File: src/rtl/bip_control_unit_if.sv
// Bus between the BIP1 control unit and its ROM/datapath side.
// The master modport is the control unit; the slave modport is the ROM/datapath side.
interface bip_control_unit_if #(
  parameter int NB_INSTR   = 16,
  parameter int NB_OPERAND = 11,
  parameter int NB_ADDR    = 11,
  parameter int NB_CYCLES  = 32
);
  logic                  i_start;
  logic [NB_INSTR-1:0]   i_instr;
  logic [NB_ADDR-1:0]    o_pc;
  logic [NB_OPERAND-1:0] o_operand;
  logic [1:0]            o_SelA;
  logic                  o_SelB;
  logic                  o_op;
  logic                  o_WrAcc;
  logic                  o_WrRam;
  logic                  o_RdRam;
  logic                  o_halt;
  logic                  o_illegal;
  logic [NB_CYCLES-1:0]  o_cycles;

  modport master (
    input  i_start, i_instr,
    output o_pc, o_operand, o_SelA, o_SelB, o_op, o_WrAcc, o_WrRam, o_RdRam,
           o_halt, o_illegal, o_cycles
  );

  modport slave (
    output i_start, i_instr,
    input  o_pc, o_operand, o_SelA, o_SelB, o_op, o_WrAcc, o_WrRam, o_RdRam,
           o_halt, o_illegal, o_cycles
  );
endinterface

File: src/rtl/bip_control_unit.sv
// BIP1 sequencer/decoder: FETCH -> DECODE -> EXEC instruction cycle, halts on HLT.
// Datapath controls are decoded from IR and are live only in EXEC.
module bip_control_unit #(
  parameter int NB_INSTR   = 16,
  parameter int NB_OPCODE  = 5,
  parameter int NB_OPERAND = 11,
  parameter int NB_ADDR    = 11,
  parameter int NB_CYCLES  = 32
) (
  input  logic               i_clk,
  input  logic               i_rst,
  bip_control_unit_if.master bus
);

  typedef enum logic [2:0] {
    ST_IDLE   = 3'd0,
    ST_FETCH  = 3'd1,
    ST_DECODE = 3'd2,
    ST_EXEC   = 3'd3,
    ST_HALT   = 3'd4
  } state_t;

  localparam logic [NB_OPCODE-1:0] OP_HLT  = 5'b00000;
  localparam logic [NB_OPCODE-1:0] OP_STO  = 5'b00001;
  localparam logic [NB_OPCODE-1:0] OP_LD   = 5'b00010;
  localparam logic [NB_OPCODE-1:0] OP_LDI  = 5'b00011;
  localparam logic [NB_OPCODE-1:0] OP_ADD  = 5'b00100;
  localparam logic [NB_OPCODE-1:0] OP_ADDI = 5'b00101;
  localparam logic [NB_OPCODE-1:0] OP_SUB  = 5'b00110;
  localparam logic [NB_OPCODE-1:0] OP_SUBI = 5'b00111;

  localparam logic [1:0] SELA_RAM = 2'b00;
  localparam logic [1:0] SELA_IMM = 2'b01;
  localparam logic [1:0] SELA_ALU = 2'b10;

  state_t                state_q, state_d;
  logic [NB_ADDR-1:0]    pc_q, pc_d;
  logic [NB_INSTR-1:0]   ir_q, ir_d;
  logic [NB_CYCLES-1:0]  cycles_q, cycles_d;

  logic [NB_OPCODE-1:0]  opcode_s;
  logic                  running_s;
  logic [1:0]            sel_a_s;
  logic                  sel_b_s;
  logic                  op_s;
  logic                  wr_acc_s;
  logic                  wr_ram_s;
  logic                  rd_ram_s;
  logic                  illegal_s;

  assign opcode_s  = ir_q[NB_INSTR-1 -: NB_OPCODE];
  assign running_s = (state_q == ST_FETCH) || (state_q == ST_DECODE) || (state_q == ST_EXEC);

  // State, PC, IR and cycle counter registers with synchronous active-low reset
  always_ff @(posedge i_clk) begin
    if (!i_rst) begin
      state_q  <= ST_IDLE;
      pc_q     <= {NB_ADDR{1'b0}};
      ir_q     <= {NB_INSTR{1'b0}};
      cycles_q <= {NB_CYCLES{1'b0}};
    end else begin
      state_q  <= state_d;
      pc_q     <= pc_d;
      ir_q     <= ir_d;
      cycles_q <= cycles_d;
    end
  end

  // Next-state logic: sequencing, IR capture, PC advance
  always_comb begin
    state_d = state_q;
    pc_d    = pc_q;
    ir_d    = ir_q;
    case (state_q)
      ST_IDLE: begin
        if (bus.i_start) begin
          state_d = ST_FETCH;
        end else begin
          state_d = ST_IDLE;
        end
      end
      ST_FETCH: begin
        state_d = ST_DECODE;
      end
      ST_DECODE: begin
        // Registered ROM presents the word fetched last cycle
        ir_d    = bus.i_instr;
        state_d = ST_EXEC;
      end
      ST_EXEC: begin
        if (opcode_s == OP_HLT) begin
          state_d = ST_HALT;
        end else begin
          pc_d    = pc_q + NB_ADDR'(1);
          state_d = ST_FETCH;
        end
      end
      ST_HALT: begin
        state_d = ST_HALT;
      end
      default: begin
        state_d = ST_IDLE;
      end
    endcase
  end

  // Cycle counter: counts active instruction-cycle clocks, sticks at all-ones
  always_comb begin
    cycles_d = cycles_q;
    if (running_s && (cycles_q != {NB_CYCLES{1'b1}})) begin
      cycles_d = cycles_q + NB_CYCLES'(1);
    end else begin
      cycles_d = cycles_q;
    end
  end

  // Instruction decode; every control stays low outside EXEC
  always_comb begin
    sel_a_s   = SELA_RAM;
    sel_b_s   = 1'b0;
    op_s      = 1'b0;
    wr_acc_s  = 1'b0;
    wr_ram_s  = 1'b0;
    rd_ram_s  = 1'b0;
    illegal_s = 1'b0;
    if (state_q == ST_EXEC) begin
      case (opcode_s)
        OP_HLT: begin
          sel_a_s = SELA_RAM;
        end
        OP_STO: begin
          wr_ram_s = 1'b1;
        end
        OP_LD: begin
          wr_acc_s = 1'b1;
          rd_ram_s = 1'b1;
        end
        OP_LDI: begin
          sel_a_s  = SELA_IMM;
          wr_acc_s = 1'b1;
        end
        OP_ADD: begin
          sel_a_s  = SELA_ALU;
          wr_acc_s = 1'b1;
          rd_ram_s = 1'b1;
        end
        OP_ADDI: begin
          sel_a_s  = SELA_ALU;
          sel_b_s  = 1'b1;
          wr_acc_s = 1'b1;
        end
        OP_SUB: begin
          sel_a_s  = SELA_ALU;
          op_s     = 1'b1;
          wr_acc_s = 1'b1;
          rd_ram_s = 1'b1;
        end
        OP_SUBI: begin
          sel_a_s  = SELA_ALU;
          sel_b_s  = 1'b1;
          op_s     = 1'b1;
          wr_acc_s = 1'b1;
        end
        default: begin
          // Undefined opcode executes as a NOP but is flagged
          illegal_s = 1'b1;
        end
      endcase
    end else begin
      illegal_s = 1'b0;
    end
  end

  assign bus.o_pc      = pc_q;
  assign bus.o_operand = ir_q[NB_OPERAND-1:0];
  assign bus.o_SelA    = sel_a_s;
  assign bus.o_SelB    = sel_b_s;
  assign bus.o_op      = op_s;
  assign bus.o_WrAcc   = wr_acc_s;
  assign bus.o_WrRam   = wr_ram_s;
  assign bus.o_RdRam   = rd_ram_s;
  assign bus.o_halt    = (state_q == ST_HALT);
  assign bus.o_illegal = illegal_s;
  assign bus.o_cycles  = cycles_q;

endmodule

File: src/flat_wrapper.sv
// flat-port wrapper written by rule: the top's interface ports become plain ports
module bip_control_unit_flat 
#(
  parameter int NB_INSTR   = 16,
  parameter int NB_OPCODE  = 5,
  parameter int NB_OPERAND = 11,
  parameter int NB_ADDR    = 11,
  parameter int NB_CYCLES  = 32
)
  (i_clk, i_rst, bus_i_start, bus_i_instr, bus_o_pc, bus_o_operand, bus_o_SelA, bus_o_SelB, bus_o_op, bus_o_WrAcc, bus_o_WrRam, bus_o_RdRam, bus_o_halt, bus_o_illegal, bus_o_cycles);
  bip_control_unit_if #(.NB_INSTR(NB_INSTR), .NB_OPERAND(NB_OPERAND), .NB_ADDR(NB_ADDR), .NB_CYCLES(NB_CYCLES)) bus_i ();
  input  logic i_clk;
  input  logic i_rst;
  input wire logic [$bits(bus_i.i_start)-1:0] bus_i_start;
  input wire logic [$bits(bus_i.i_instr)-1:0] bus_i_instr;
  output wire logic [$bits(bus_i.o_pc)-1:0] bus_o_pc;
  output wire logic [$bits(bus_i.o_operand)-1:0] bus_o_operand;
  output wire logic [$bits(bus_i.o_SelA)-1:0] bus_o_SelA;
  output wire logic [$bits(bus_i.o_SelB)-1:0] bus_o_SelB;
  output wire logic [$bits(bus_i.o_op)-1:0] bus_o_op;
  output wire logic [$bits(bus_i.o_WrAcc)-1:0] bus_o_WrAcc;
  output wire logic [$bits(bus_i.o_WrRam)-1:0] bus_o_WrRam;
  output wire logic [$bits(bus_i.o_RdRam)-1:0] bus_o_RdRam;
  output wire logic [$bits(bus_i.o_halt)-1:0] bus_o_halt;
  output wire logic [$bits(bus_i.o_illegal)-1:0] bus_o_illegal;
  output wire logic [$bits(bus_i.o_cycles)-1:0] bus_o_cycles;
  assign bus_i.i_start = bus_i_start;
  assign bus_i.i_instr = bus_i_instr;
  assign bus_o_pc = bus_i.o_pc;
  assign bus_o_operand = bus_i.o_operand;
  assign bus_o_SelA = bus_i.o_SelA;
  assign bus_o_SelB = bus_i.o_SelB;
  assign bus_o_op = bus_i.o_op;
  assign bus_o_WrAcc = bus_i.o_WrAcc;
  assign bus_o_WrRam = bus_i.o_WrRam;
  assign bus_o_RdRam = bus_i.o_RdRam;
  assign bus_o_halt = bus_i.o_halt;
  assign bus_o_illegal = bus_i.o_illegal;
  assign bus_o_cycles = bus_i.o_cycles;
  bip_control_unit #(.NB_INSTR(NB_INSTR), .NB_OPCODE(NB_OPCODE), .NB_OPERAND(NB_OPERAND), .NB_ADDR(NB_ADDR), .NB_CYCLES(NB_CYCLES)) u_core (.i_clk(i_clk), .i_rst(i_rst), .bus(bus_i));
endmodule
File: config.mk
export PLATFORM = sky130hd
export DESIGN_NAME = bip_control_unit_flat
export DESIGN_NICKNAME = d
export VERILOG_FILES = /design/src/rtl/bip_control_unit_if.sv /design/src/rtl/bip_control_unit.sv /design/src/flat_wrapper.sv
export SDC_FILE = /design/constraint.sdc
export NUM_CORES = 1
export LEC_CHECK = 0
export BUFFER_PORTS_ARGS = -buffer_cell sky130_fd_sc_hd__buf_2
export CORE_MARGIN = 1.5
export CORE_UTILIZATION = 48
export DETAILED_ROUTE_END_ITERATION = 8
export PLACE_DENSITY = 0.74
export SYNTH_ARGS = -nofsm -noshare
export SYNTH_HDL_FRONTEND = slang
export SYNTH_SLANG_ARGS = --single-unit
File: constraint.sdc
create_clock -name i_clk -period 2.8 [get_ports i_clk]
set_input_delay 0.56 -clock i_clk [delete_from_list [all_inputs] [get_ports i_clk]]
set_output_delay 0.56 -clock i_clk [all_outputs]
set_load 0.05 [all_outputs]
; Word level (Yosys, flattened, before mapping)
; Index checks and enable logic that the tools add are counted.
[totals]
wordCells = 48
out_inout_bits = 63
inputBits = 19
ff_bits = 62
[classes]
eq_ne = 12
add_sub_neg = 2
muxes = 17
reduce_logical = 12
n_bitwise = 1
[ops]
columns = cell, count
row1 = "adder 32 x 1 -> 32 bit, second input constant", 1
row2 = "inequality test 32 bit, second input constant", 1
row3 = "equality test 5 x 3 -> 1 bit, second input constant", 4
row4 = one-hot mux 3 bit (5 select lines), 1
row5 = two-way mux 1 bit, 13
row6 = "adder 11 x 1 -> 11 bit, second input constant", 1
row7 = "equality test 5 x 2 -> 1 bit, second input constant", 2
row8 = OR reduction 8 bit, 1
row9 = "equality test 3 x 2 -> 1 bit, second input constant", 2
row10 = OR reduction 6 bit, 1
row11 = "equality test 5 x 1 -> 1 bit, second input constant", 1
row12 = logical NOT 5 bit, 1
row13 = one-hot mux 2 bit (2 select lines), 1
row14 = OR reduction 2 bit, 2
row15 = OR reduction 4 bit, 1
row16 = "equality test 3 x 1 -> 1 bit, second input constant", 1
row17 = "equality test 3 bit, second input constant", 1
row18 = logical NOT 3 bit, 1
row19 = two-way mux 3 bit, 1
row20 = OR reduction 3 bit, 1
row21 = logical OR 1 bit, 2
row22 = two-way mux 2 bit, 1
row23 = AND reduction 2 bit, 1
row24 = logical AND 1 bit, 1
row25 = NOT 1 bit, 1

; Depth between registers and ports, before layout
[logic_depth]
depth_word = 4
depth_mapped = 7
depth_no_buf = 6

; Least setup slack after synthesis
; No wires, ideal clock.
[synth_path]
path_kind = register to output
startpoint = reg u_core.state_q[0]
endpoint = out bus_o_SelA[0]
path_buffers = 1
required_ns = 2.240
path_stages_with_launch = 6
setup_slack_ns = 0.070
arrival_time_ns = 2.170
cell_sequence = dfxtp_1 buf_2 nand3b_1 nor3_1 nand2_1 nor3b_1
[synth_between]
elab_chain_len = 2
[synth_rtl]
columns = element, line_no
row1 = start: declaration, bip_control_unit.sv:36  ; state_t state_q, state_d;
row2 = start signal: assignment, bip_control_unit.sv:62  ; state_q <= state_d;
row3 = equality test 3 x 2 -> 1 bit, bip_control_unit.sv:126  ; if (state_q == ST_EXEC) begin
row4 = two-way mux 2 bit, bip_control_unit.sv:126
row5 = end: declaration, flat_wrapper.sv:18  ; output wire logic [$bits(bus_i.o_SelA)-1:0] bus_o_SelA;
; Every way passes these cells.

; Worst setup path in the final report
; Ends and elaborated chain as after synthesis.

==> summary.md <==
| Metric | Value |
|---|---|
| Outcome | `complete, no violations` |
| Clock root cell | `clkbuf_8` |
| CP Class | `flip-flop to primary output` |
| Worst setup SP type | `flip-flop` |
| Fmax | `385.9 MHz` |
| Worst-path cell chain | `nand3b_1, nor3_1, nand2_1, nor3b_1, buf_2` |
| Drt total wl | `6.655 mm` |
| P&R area growth vs syn | `20.49%` |
| Sequential share of the synthesized area | `41.14%` |
| Bufs on Longest Clock Path | `2` |
| Mux cell area share after synthesis | `2.986%` |
| Detailed-route wire length per cell | `12.90 um` |
| Peak supply drop | `0.0003397 V` |
| Dominant synthesized flop cell | `dfxtp_1` |
| Critical path's top delay family | `simple AND/OR/NAND/NOR gates` |
| Post-synthesis compound-gate area fraction | `11.07%` |
| Post-synthesis adder-cell area fraction | `0.8295%` |
| Row cnt | `28` |
| Die area | `0.006769 mm2` |
| CP Data Required Time | `2.24 ns` |
| CTS Sinks | `62` |
| Min-delay worst type | `input pin to flip-flop` |
| Relative slew slack | `57.10%` |
| Final setup vio count | `0` |
| DRT iter0 DRCs | `100` |
| Critical Path Fanout Max | `9` |
| Die Span Y | `82.28 um` |
| Commonest non-fill, non-tap cells in the layout | `buf_2 (81), dfxtp_1 (62), nand2_1 (58)` |
| Slowest cell on the critical path | `dfxtp_1` |
| Initial Util | `50.36%` |
| Synth Area in XOR/XNOR | `7.549%` |
| Vias | `2731` |
| Setup tns final | `0 ns` |
| WP buf/inv | `1` |
| Die X | `82.28 um` |
| Layout cells sized above 1 | `24.94%` |
| # nets final | `457` |
| Post-Syn Nets | `386` |
| Number of enable flip-flop cells after synthesis | `0` |
| Port bufs | `81` |
| Max Cap Viol | `0` |
| FFs w/ async S/R, synth | `0%` |
| Synth Area in Simple Gates | `30.86%` |
| Synth Warn # | `0` |
| Congestion Overflow GR | `0` |
| Vias in the first global route | `2357` |
| Worst EP arrival | `2.03 ns` |
| Final core occ | `60.67%` |
| Most common cell after layout, fill and taps aside | `buf_2` |
| H-tree levels | `3` |
| CP endpoint kind | `primary output` |
| Syn_area_per_cell | `8.265 um2` |
| Gates resized, CTS repair | `0` |
| Post-route DRC | `0` |
| Fin. Hold Viols | `0` |
| Post-Route Skew | `0.008820 ns` |
| Fin crit period | `2.591 ns` |
| All-layer global routing usage | `20.29%` |
| Hold Buf Count CTS | `0` |
| Vias per cell | `5.293` |
| CP peak stage delay | `0.49 ns` |
| RSZ-0062 raised after global routing | `false` |
| TritonCTS clock tree | `built` |
| DR pass1 iterations | `5` |
| Antenna diodes | `0` |
| Antenna viol nets, final | `0` |
| Synthesized flop and latch total | `62` |
| Pin count of the biggest net entering global routing | `29` |
| Dpl cell area | `0.003412 mm2` |
| Max-slew violations | `0` |
| Layout fillers | `551` |
| Worst Tran Pin Value | `0.6386 ns` |
| Main combinational cell family by area after synthesis | `simple AND/OR/NAND/NOR gates` |
| Clock latency at the later pin of the worst-skew pair | `0.34 ns` |
| First-pass GRT wire length | `10.51 mm` |
| Post-Syn Area | `0.003017 mm2` |
| Leakage power | `1.542 nW` |
| Cell variety after synth | `38` |
| Postcts setup bufs | `0` |
| Initial antenna violation count | `0` |
| Tcrit/Tclk final | `92.55%` |
| Clock transition at path regs | `0.07 ns` |
| IO Pins | `82` |
| DP Wirelength | `4.684 mm` |
| Core area | `0.005991 mm2` |
| Gpl congestion | `0.8157` |
| Fin Hold WS | `0.4510 ns` |
| Power Density | `563.7 mW/mm2` |
| TritonCTS Buffers | `9` |
| Post-Syn Instances | `365` |
| Fin area | `0.003635 mm2` |
==> cell type report <==
cell class | count | area (um2) | area share, %
tap | 75 | 93.84 | 2.582
multi-input combinational | 270 | 1608 | 44.23
sequential | 62 | 1241 | 34.15
timing repair buffer | 86 | 442.9 | 12.19
clock inverter | 6 | 85.08 | 2.341
inverter | 7 | 26.28 | 0.7229
clock buffer | 10 | 137.6 | 3.787
==> cell families (layout without fill, tap and decap cells) <==
logic type	Yosys count	after routing
buffers and inverters	33	109
flip-flops	62	62
AND/OR/NAND/NOR	183	183
multiplexers	9	9
AO/OA/AOI/OAI	50	50
XOR/XNOR	26	26
adder cells (fa/ha/maj)	2	2
==> flip-flops by register name, indices dropped and copies added (netlist names) <==
register and flops:
u_core.bus.o_cycles 32, u_core.state_q 3, u_core.ir_q 16, u_core.bus.o_pc 11
==> worst reg2reg max path: cells and delay by family (launching register included) <==
| family | cells | cell delay [ns] |
|---|---|---|
| and+or+nand+nor | 3 | 1.15 |
| AOI/OAI and AO/OA | 2 | 0.43 |
| DFF | 1 | 0.41 |
| adders and majority gates | 1 | 0.22 |
==> cell usage after synthesis, types with 8 or more instances <==
cell type,count,area [um2]
nor2_1,40,150.1
mux2i_1,9,90.09
and3_1,11,68.82
dfxtp_1,62,1241
nand4_1,12,75.07
xnor2_1,18,157.7
xor2_1,8,70.07
a211oi_1,11,82.58
nand3_1,12,60.06
clkbuf_1,12,45.04
a21oi_1,21,105.1
nand2b_1,11,68.82
nand2_1,58,217.7
buf_4,11,82.58
==> power breakdown <==
group          internal (W)  leakage, nW  switching (W)
sequential         0.000911        0.501      0.0000286
clock              0.000522        0.108       0.000358
combinational     0.0000681        0.933       0.000161
total               0.00150         1.54       0.000548
==> path summary, 6_finish.rpt <==
| path | cells after the start | from | end | slack (ns) |
|---|---|---|---|---|
| setup / recovery | 5 | u_core.state_q[0] | bus_o_SelA[0] | 0.21 |
| hold / removal | 3 | bus_i_instr[0] | u_core.ir_q[0] | 0.45 |
| setup reg to reg | 6 | u_core.bus.o_cycles[0] | u_core.bus.o_cycles[28] | 0.47 |
| hold reg to reg | 2 | u_core.ir_q[3] | u_core.ir_q[3] | 0.45 |
==> metrics by stage <==
| stage | power [W] | worst slack [ns] | std cells |
|---|---|---|---|
| after floorplan | 0.001150 | 0.07028 | 365 |
| after CTS | 0.002073 | 0.1986 | 516 |
| after global placement | 0.001187 | 0.5624 | 500 |
| final | 0.002049 | 0.2087 | 516 |
| after detailed placement | 0.001191 | 0.4645 | 500 |
| after global routing | 0.002137 | 0.02932 | 516 |
==> per-layer routing <==
metal,global-route usage [%],vias up,wire (um)
met5,0,-,0
met4,10.34,0,175
met3,5.165,16,427
met2,31.71,84,3031
met1,25.69,1238,3020
li1,-,1393,-
Note: power is estimated with default switching activity, not from simulation.
